$ cat src/rtl/voice_allocator.sv
// Polyphonic voice allocator: serial scan of the voice table per MIDI event, commit on the final edge.
// Optional macro VOICE_ALLOCATOR_STEAL_EN enables stealing the oldest voice when the table is full.
module voice_allocator #(
    parameter int NUM_VOICES = 4,
    parameter int AGE_BITS   = 8
) (
    input  logic                      clk,
    input  logic                      rst_n,
    input  logic                      ev_valid,
    output logic                      ev_ready,
    input  logic                      ev_note_on,
    input  logic [6:0]                ev_note,
    input  logic [6:0]                ev_velocity,
    output logic [NUM_VOICES-1:0]     voice_gate,
    output logic [NUM_VOICES-1:0]     voice_trig,
    output logic [7*NUM_VOICES-1:0]   voice_note,
    output logic [7*NUM_VOICES-1:0]   voice_velocity,
    output logic                      ev_dropped
);

    localparam int IW = (NUM_VOICES > 1) ? $clog2(NUM_VOICES) : 1;
    localparam logic [IW-1:0]       LAST_IDX = IW'(NUM_VOICES - 1);
    localparam logic [AGE_BITS-1:0] AGE_MAX  = {AGE_BITS{1'b1}};

    typedef enum logic [1:0] {
        ST_IDLE   = 2'd0,
        ST_SCAN   = 2'd1,
        ST_COMMIT = 2'd2
    } state_t;

    state_t                  state_r;
    state_t                  state_nxt_s;
    logic [IW-1:0]           scan_cnt_r;
    logic                    ev_on_r;
    logic [6:0]              ev_note_r;
    logic [6:0]              ev_vel_r;
    logic                    accept_s;

    logic [NUM_VOICES-1:0]   gate_r;
    logic [NUM_VOICES-1:0]   trig_r;
    logic [6:0]              note_r [NUM_VOICES];
    logic [6:0]              vel_r  [NUM_VOICES];
    logic [AGE_BITS-1:0]     age_r  [NUM_VOICES];
    logic                    dropped_r;

    logic                    hit_found_r;
    logic [IW-1:0]           hit_idx_r;
    logic                    free_found_r;
    logic [IW-1:0]           free_idx_r;
    logic [NUM_VOICES-1:0]   off_mask_r;
`ifdef VOICE_ALLOCATOR_STEAL_EN
    logic [IW-1:0]           steal_idx_r;
    logic [AGE_BITS-1:0]     steal_age_r;
`endif

    logic                    cur_match_s;
    logic                    cur_free_s;
    logic                    target_valid_s;
    logic [IW-1:0]           target_idx_s;

    function automatic logic [AGE_BITS-1:0] age_sat_inc(input logic [AGE_BITS-1:0] a);
        return (a == AGE_MAX) ? AGE_MAX : a + {{(AGE_BITS-1){1'b0}}, 1'b1};
    endfunction

    assign accept_s    = ev_valid && (state_r == ST_IDLE);
    assign ev_ready    = (state_r == ST_IDLE);
    assign cur_match_s = gate_r[scan_cnt_r] && (note_r[scan_cnt_r] == ev_note_r);
    assign cur_free_s  = !gate_r[scan_cnt_r];

    // FSM state register
    always_ff @(posedge clk or negedge rst_n) begin
        if (!rst_n) begin
            state_r <= ST_IDLE;
        end else begin
            state_r <= state_nxt_s;
        end
    end

    // FSM next-state logic
    always_comb begin
        state_nxt_s = state_r;
        case (state_r)
            ST_IDLE:   if (accept_s) state_nxt_s = ST_SCAN; else state_nxt_s = ST_IDLE;
            ST_SCAN:   if (scan_cnt_r == LAST_IDX) state_nxt_s = ST_COMMIT; else state_nxt_s = ST_SCAN;
            ST_COMMIT: state_nxt_s = ST_IDLE;
            default:   state_nxt_s = ST_IDLE;
        endcase
    end

    // Event capture and per-cycle scan accumulation
    always_ff @(posedge clk or negedge rst_n) begin
        if (!rst_n) begin
            scan_cnt_r   <= '0;
            ev_on_r      <= 1'b0;
            ev_note_r    <= 7'd0;
            ev_vel_r     <= 7'd0;
            hit_found_r  <= 1'b0;
            hit_idx_r    <= '0;
            free_found_r <= 1'b0;
            free_idx_r   <= '0;
            off_mask_r   <= '0;
`ifdef VOICE_ALLOCATOR_STEAL_EN
            steal_idx_r  <= '0;
            steal_age_r  <= '0;
`endif
        end else if (accept_s) begin
            scan_cnt_r   <= '0;
            // Velocity 0 note-on is a note-off by MIDI convention.
            ev_on_r      <= ev_note_on && (ev_velocity != 7'd0);
            ev_note_r    <= ev_note;
            ev_vel_r     <= ev_velocity;
            hit_found_r  <= 1'b0;
            hit_idx_r    <= '0;
            free_found_r <= 1'b0;
            free_idx_r   <= '0;
            off_mask_r   <= '0;
`ifdef VOICE_ALLOCATOR_STEAL_EN
            steal_idx_r  <= '0;
            steal_age_r  <= '0;
`endif
        end else if (state_r == ST_SCAN) begin
            scan_cnt_r <= (scan_cnt_r == LAST_IDX) ? '0 : scan_cnt_r + {{(IW-1){1'b0}}, 1'b1};
            if (cur_match_s && !hit_found_r) begin
                hit_found_r <= 1'b1;
                hit_idx_r   <= scan_cnt_r;
            end
            if (cur_free_s && !free_found_r) begin
                free_found_r <= 1'b1;
                free_idx_r   <= scan_cnt_r;
            end
            off_mask_r[scan_cnt_r] <= cur_match_s;
`ifdef VOICE_ALLOCATOR_STEAL_EN
            // Strict compare keeps the lowest index on equal ages.
            if (age_r[scan_cnt_r] > steal_age_r) begin
                steal_idx_r <= scan_cnt_r;
                steal_age_r <= age_r[scan_cnt_r];
            end
`endif
        end
    end

    // Note-on target selection from the scan results
    always_comb begin
        target_valid_s = 1'b0;
        target_idx_s   = '0;
        if (hit_found_r) begin
            target_valid_s = 1'b1;
            target_idx_s   = hit_idx_r;
        end else if (free_found_r) begin
            target_valid_s = 1'b1;
            target_idx_s   = free_idx_r;
        end else begin
`ifdef VOICE_ALLOCATOR_STEAL_EN
            target_valid_s = 1'b1;
            target_idx_s   = steal_idx_r;
`else
            target_valid_s = 1'b0;
            target_idx_s   = '0;
`endif
        end
    end

    // Voice table update on the commit edge; pulses last one cycle
    always_ff @(posedge clk or negedge rst_n) begin
        if (!rst_n) begin
            gate_r    <= '0;
            trig_r    <= '0;
            dropped_r <= 1'b0;
            for (int i = 0; i < NUM_VOICES; i++) begin
                note_r[i] <= 7'd0;
                vel_r[i]  <= 7'd0;
                age_r[i]  <= '0;
            end
        end else begin
            trig_r    <= '0;
            dropped_r <= 1'b0;
            if (state_r == ST_COMMIT) begin
                if (ev_on_r) begin
                    if (target_valid_s) begin
                        for (int i = 0; i < NUM_VOICES; i++) begin
                            if (IW'(i) == target_idx_s) begin
                                gate_r[i] <= 1'b1;
                                trig_r[i] <= 1'b1;
                                note_r[i] <= ev_note_r;
                                vel_r[i]  <= ev_vel_r;
                                age_r[i]  <= '0;
                            end else if (gate_r[i]) begin
                                age_r[i]  <= age_sat_inc(age_r[i]);
                            end
                        end
                    end else begin
                        dropped_r <= 1'b1;
                    end
                end else begin
                    gate_r <= gate_r & ~off_mask_r;
                end
            end
        end
    end

    assign voice_gate = gate_r;
    assign voice_trig = trig_r;
    assign ev_dropped = dropped_r;

    for (genvar g = 0; g < NUM_VOICES; g++) begin : g_pack
        assign voice_note[7*g +: 7]     = note_r[g];
        assign voice_velocity[7*g +: 7] = vel_r[g];
    end

endmodule

$ cat config.mk
export PLATFORM = sky130hd
export DESIGN_NAME = voice_allocator
export DESIGN_NICKNAME = d
export VERILOG_FILES = /design/src/rtl/voice_allocator.sv
export SDC_FILE = /design/constraint.sdc
export NUM_CORES = 1
export LEC_CHECK = 0
export ABC_AREA = 1
export CORE_MARGIN = 4
export CORE_UTILIZATION = 48
export CTS_BUF_LIST = sky130_fd_sc_hd__clkbuf_8
export CTS_CLUSTER_SIZE = 10
export DETAILED_ROUTE_END_ITERATION = 16
export GPL_TIMING_DRIVEN = 1
export HOLD_SLACK_MARGIN = 0.12
export PLACE_DENSITY_LB_ADDON = 0.25
export SKIP_LAST_GASP = 1
export SLEW_MARGIN = 0
export SYNTH_ARGS = -nofsm -noshare
export SYNTH_HDL_FRONTEND = slang
export SYNTH_SLANG_ARGS = --single-unit
$ cat constraint.sdc
create_clock -name clk -period 1.77 [get_ports clk]
set_clock_uncertainty 0.1 [all_clocks]
set_input_delay 0.354 -clock clk [delete_from_list [all_inputs] [get_ports clk]]
set_output_delay 0.354 -clock clk [all_outputs]
set_load 0.005 [all_outputs]
==> results.rst, run 1 <==
.. list-table::
   :header-rows: 1

   * - Metric
     - Value
   * - Sort of element at the start of the critical path
     - register
   * - Clock latency of the later-clocked register in the worst-skew pair
     - between 0.3 and 0.4 ns
   * - Setup WS post-layout
     - -0.1399 ns
   * - Number of levels the H-tree was split into
     - 3
   * - Antenna diode count
     - 0
   * - Post-place instance area
     - 5124 µm²
   * - DR vias/cell
     - between 5 and 6
   * - Number of storage elements in the synthesis netlist
     - 94
   * - Worst hold margin
     - 0.3891 ns
   * - Post-synthesis sequential area ratio
     - roughly 58%
   * - 1st-iter DRT viols
     - 248
   * - Class of the most critical hold timing path
     - input pin to asynchronous set/reset pin
   * - Endpoint class of the critical path
     - register
   * - Register Area
     - ~2400 µm²
   * - Final critical-path required period
     - between 1.5 and 2 ns
   * - Number of distinct library cells after synthesis
     - 27
   * - Num ports
     - 84
   * - CTS root buf
     - sky130_fd_sc_hd__clkbuf_8
   * - IR Drop Worst-Case VDD
     - 652.4 µV
   * - Core area
     - ~8300 µm²
   * - Final-layout fill cell count
     - between 500 and 600
   * - Total leakage power
     - roughly 2.8 nW
   * - Number of nets at the end of the flow
     - roughly 600
   * - Leading cell types in the layout, fill and taps excluded
     - sky130_fd_sc_hd__nand2_1, sky130_fd_sc_hd__dfrtp_1, sky130_fd_sc_hd__clkdlybuf4s50_1
   * - Mean post-synth cell area
     - 8.914 µm²
   * - Required time reported for the critical path endpoint
     - 1.93 ns
   * - Combined area of the multi-input logic cells
     - between 1500 and 2000 µm²
   * - Proportion of layout cells with a drive suffix above 1
     - a little under a quarter
   * - Setup repair after global routing missed its margin
     - yes
   * - Synth Net Count
     - between 400 and 500
   * - Category of the most critical setup path
     - register to register
   * - CTS tree
     - done
   * - Sum of negative setup slack
     - -0.9408 ns
   * - Initial antenna violation count
     - 0
   * - Violations in the final reports
     - negative setup slack
   * - Max-Slew Margin vs Limit
     - between 70% and 80%
   * - Height of the die
     - 100.2 µm
   * - Die Span X
     - between 100 and 150 µm
   * - Row count
     - 33
   * - Arrival time at the worst endpoint
     - roughly 2.1 ns
   * - Clock transition at the registers of the reported paths
     - around 0.090 ns
   * - PD cells
     - approximately 1400 nW/µm²
   * - Maxcap violations
     - 0
   * - Synthesized cell area
     - 4083 µm²
   * - Peak fanout along the critical path
     - 6
   * - Global routing usage summed across all routing layers
     - a little over a fifth
   * - Number of hold violations in the final report
     - 0
   * - Global-route wire length before repair
     - about 17 mm
   * - Setup violations, final
     - 22
   * - Antenna Nets Post-Route
     - 0
   * - Leading cell type in the layout, fill and taps excluded
     - sky130_fd_sc_hd__nand2_1
   * - Run status
     - complete, but fails checks
   * - Detail-routed net length per standard cell
     - approximately 16 µm
   * - Final instance area
     - approximately 5900 µm²
   * - Maximum clock rate
     - 523.6 MHz
   * - Yosys Warn Count
     - 0
   * - Total via count after detailed routing
     - 3675
   * - Worst Tran Pin Value
     - 0.4455 ns
   * - Initial Utilization
     - 49.44%
   * - Area added between synthesis and finish
     - 44.07%
   * - Number of buffers on the longest clock path
     - 2
   * - Routability cong.
     - just under 0.9
   * - Die Footprint
     - approximately 10000 µm²
   * - DRC violation count after routing
     - 0
   * - Aggregate global routing overflow
     - 0
   * - Detailed Route WL
     - about 11 mm
   * - Drt pass-1 iters
     - 5
   * - Total number of clock tree sinks
     - 94
   * - Input/output buffers
     - 83
   * - HPWL reported at the end of detailed placement
     - around 7.3 mm
   * - Number of buffers added by the clock tree synthesis step
     - 9
   * - Post-Synthesis Cells
     - between 400 and 500
   * - Final cycle utilization of the critical path
     - 107.9%
   * - Slew Viols, Final
     - 0
   * - Final Power
     - 8.297 mW
   * - Pin count of the biggest net entering global routing
     - 39
   * - Vias in the first global route
     - between 3000 and 4000
per-stage QoR:
step	util (%)	setup slack, ns	instances
2_1_floorplan	-	0.08159	458
3_3_place_gp	62.05	0.01907	651
3_5_place_dp	62.05	-0.02752	651
4_1_cts	64.79	0.005750	670
5_1_grt	71.23	-0.2006	696
6_report	71.23	-0.1399	696
registers in the layout (all words and copies together), names as in the netlist:
name / cells
ev_vel_r: 7
voice_velocity: 28
state_r: 2
free_idx_r: 2
voice_gate: 4
off_mask_r: 4
hit_idx_r: 2
scan_cnt_r: 2
ev_note_r: 7
ev_on_r: 1
ev_dropped: 1
voice_trig: 4
voice_note: 28
hit_found_r: 1
free_found_r: 1
synthesized netlist by cell type:
cell                         n  area [µm²]
sky130_fd_sc_hd__a21oi_1     3       15.01
sky130_fd_sc_hd__a31oi_1     1       6.260
sky130_fd_sc_hd__buf_2       1       5.000
sky130_fd_sc_hd__buf_4       2       15.01
sky130_fd_sc_hd__buf_6       8       90.09
sky130_fd_sc_hd__buf_8       2       30.03
sky130_fd_sc_hd__clkbuf_1    5       18.77
sky130_fd_sc_hd__clkbuf_2    2       10.01
sky130_fd_sc_hd__clkinv_1    1       3.750
sky130_fd_sc_hd__dfrtp_1    94        2352
sky130_fd_sc_hd__ha_1        4       50.05
sky130_fd_sc_hd__inv_1      35       131.4
sky130_fd_sc_hd__inv_2       6       22.52
sky130_fd_sc_hd__inv_6       1       8.760
sky130_fd_sc_hd__nand2_1   148       555.5
sky130_fd_sc_hd__nand2_2     3       18.77
sky130_fd_sc_hd__nand3_1    33       165.2
sky130_fd_sc_hd__nand4_1     1       6.260
sky130_fd_sc_hd__nor2_1     10       37.54
sky130_fd_sc_hd__nor2_2      6       37.54
sky130_fd_sc_hd__nor3_2      1       10.01
sky130_fd_sc_hd__nor4_1      2       12.51
sky130_fd_sc_hd__o21a_1      1       7.510
sky130_fd_sc_hd__o21ai_0    51       255.2
sky130_fd_sc_hd__o21ai_1    28       140.1
sky130_fd_sc_hd__o21ai_2     8       70.07
sky130_fd_sc_hd__o31ai_1     1       7.510
area by class of cell:
| cell class | instances | area share [%] |
|---|---|---|
| Sequential cell | 94 | 40.03 |
| Multi-Input combinational cell | 301 | 27.16 |
| Timing Repair Buffer | 137 | 24.14 |
| Inverter | 43 | 3.042 |
| Clock buffer | 10 | 2.340 |
| Tap cell | 105 | 2.234 |
| Clock inverter | 6 | 1.042 |
final timing paths:
path | start | endpoint | slack [ns] | cells past startpoint
setup / recovery | hit_found_r | voice_note[8] | -0.14 | 10
hold / removal | rst_n | state_r[1] | 0.39 | 2
setup reg to reg | hit_found_r | voice_note[8] | -0.14 | 10
hold reg to reg | voice_velocity[15] | voice_velocity[15] | 0.39 | 2
max in group asynchronous | rst_n | voice_note[13] | 0.61 | 3
min in group clk | voice_velocity[15] | voice_velocity[15] | 0.39 | 2
power breakdown:
part	switching, mW	leakage (nW)	internal [mW]
registers	0.453	1.20	2.75
logic	1.97	1.51	1.69
clock network	0.745	0.108	0.690
layer usage:
| metal | vias to the layer above | track usage, % | routed length, µm |
|---|---|---|---|
| met5 | - | 0 | 0 |
| met4 | 0 | 9.223 | 318 |
| met3 | 25 | 4.100 | 572 |
| met2 | 125 | 34.56 | 5574 |
| met1 | 1788 | 29.12 | 4936 |
| li1 | 1737 | - | - |
what timing repair did:
item,CTS,global route
hold buffers,1,0
gates cloned,0,6
resized for setup,3,81
pin swaps,1,13
endpoints found under the hold margin,30,0
buffers inserted,2,20
setup endpoints to repair,6,72
cells by family after synthesis:
family,share of synthesized area [%]
adder cells (fa/ha/maj),1.226
AND/OR/NAND/NOR,20.66
AO/OA/AOI/OAI,12.29
buffers and inverters,8.213
flip-flops,57.62
worst max-delay path, stage by stage (launching register included):
cell and delay, ns:
sky130_fd_sc_hd__dfrtp_1 0.43, sky130_fd_sc_hd__inv_2 0.10, sky130_fd_sc_hd__nand2_4 0.07, sky130_fd_sc_hd__o21ai_4 0.21
sky130_fd_sc_hd__inv_2 0.06, sky130_fd_sc_hd__nor2_4 0.12, sky130_fd_sc_hd__inv_2 0.06, sky130_fd_sc_hd__nor2_4 0.14
sky130_fd_sc_hd__clkinv_4 0.14, sky130_fd_sc_hd__clkbuf_16 0.20, sky130_fd_sc_hd__o21ai_0 0.18
Power figures use the tool's default switching activity.
==> run 2: changes to the inputs <==
CTS_CLUSTER_DIAMETER = 120   (was unset)
==> results of run 2 <==
Same layout as run 1: the final DEF is identical, and so are final timing and power.
==> run 3: changes to the inputs <==
CAP_MARGIN = 20   (was unset)
==> results of run 3 <==
Same layout as run 1: the final DEF is identical, and so are final timing and power.
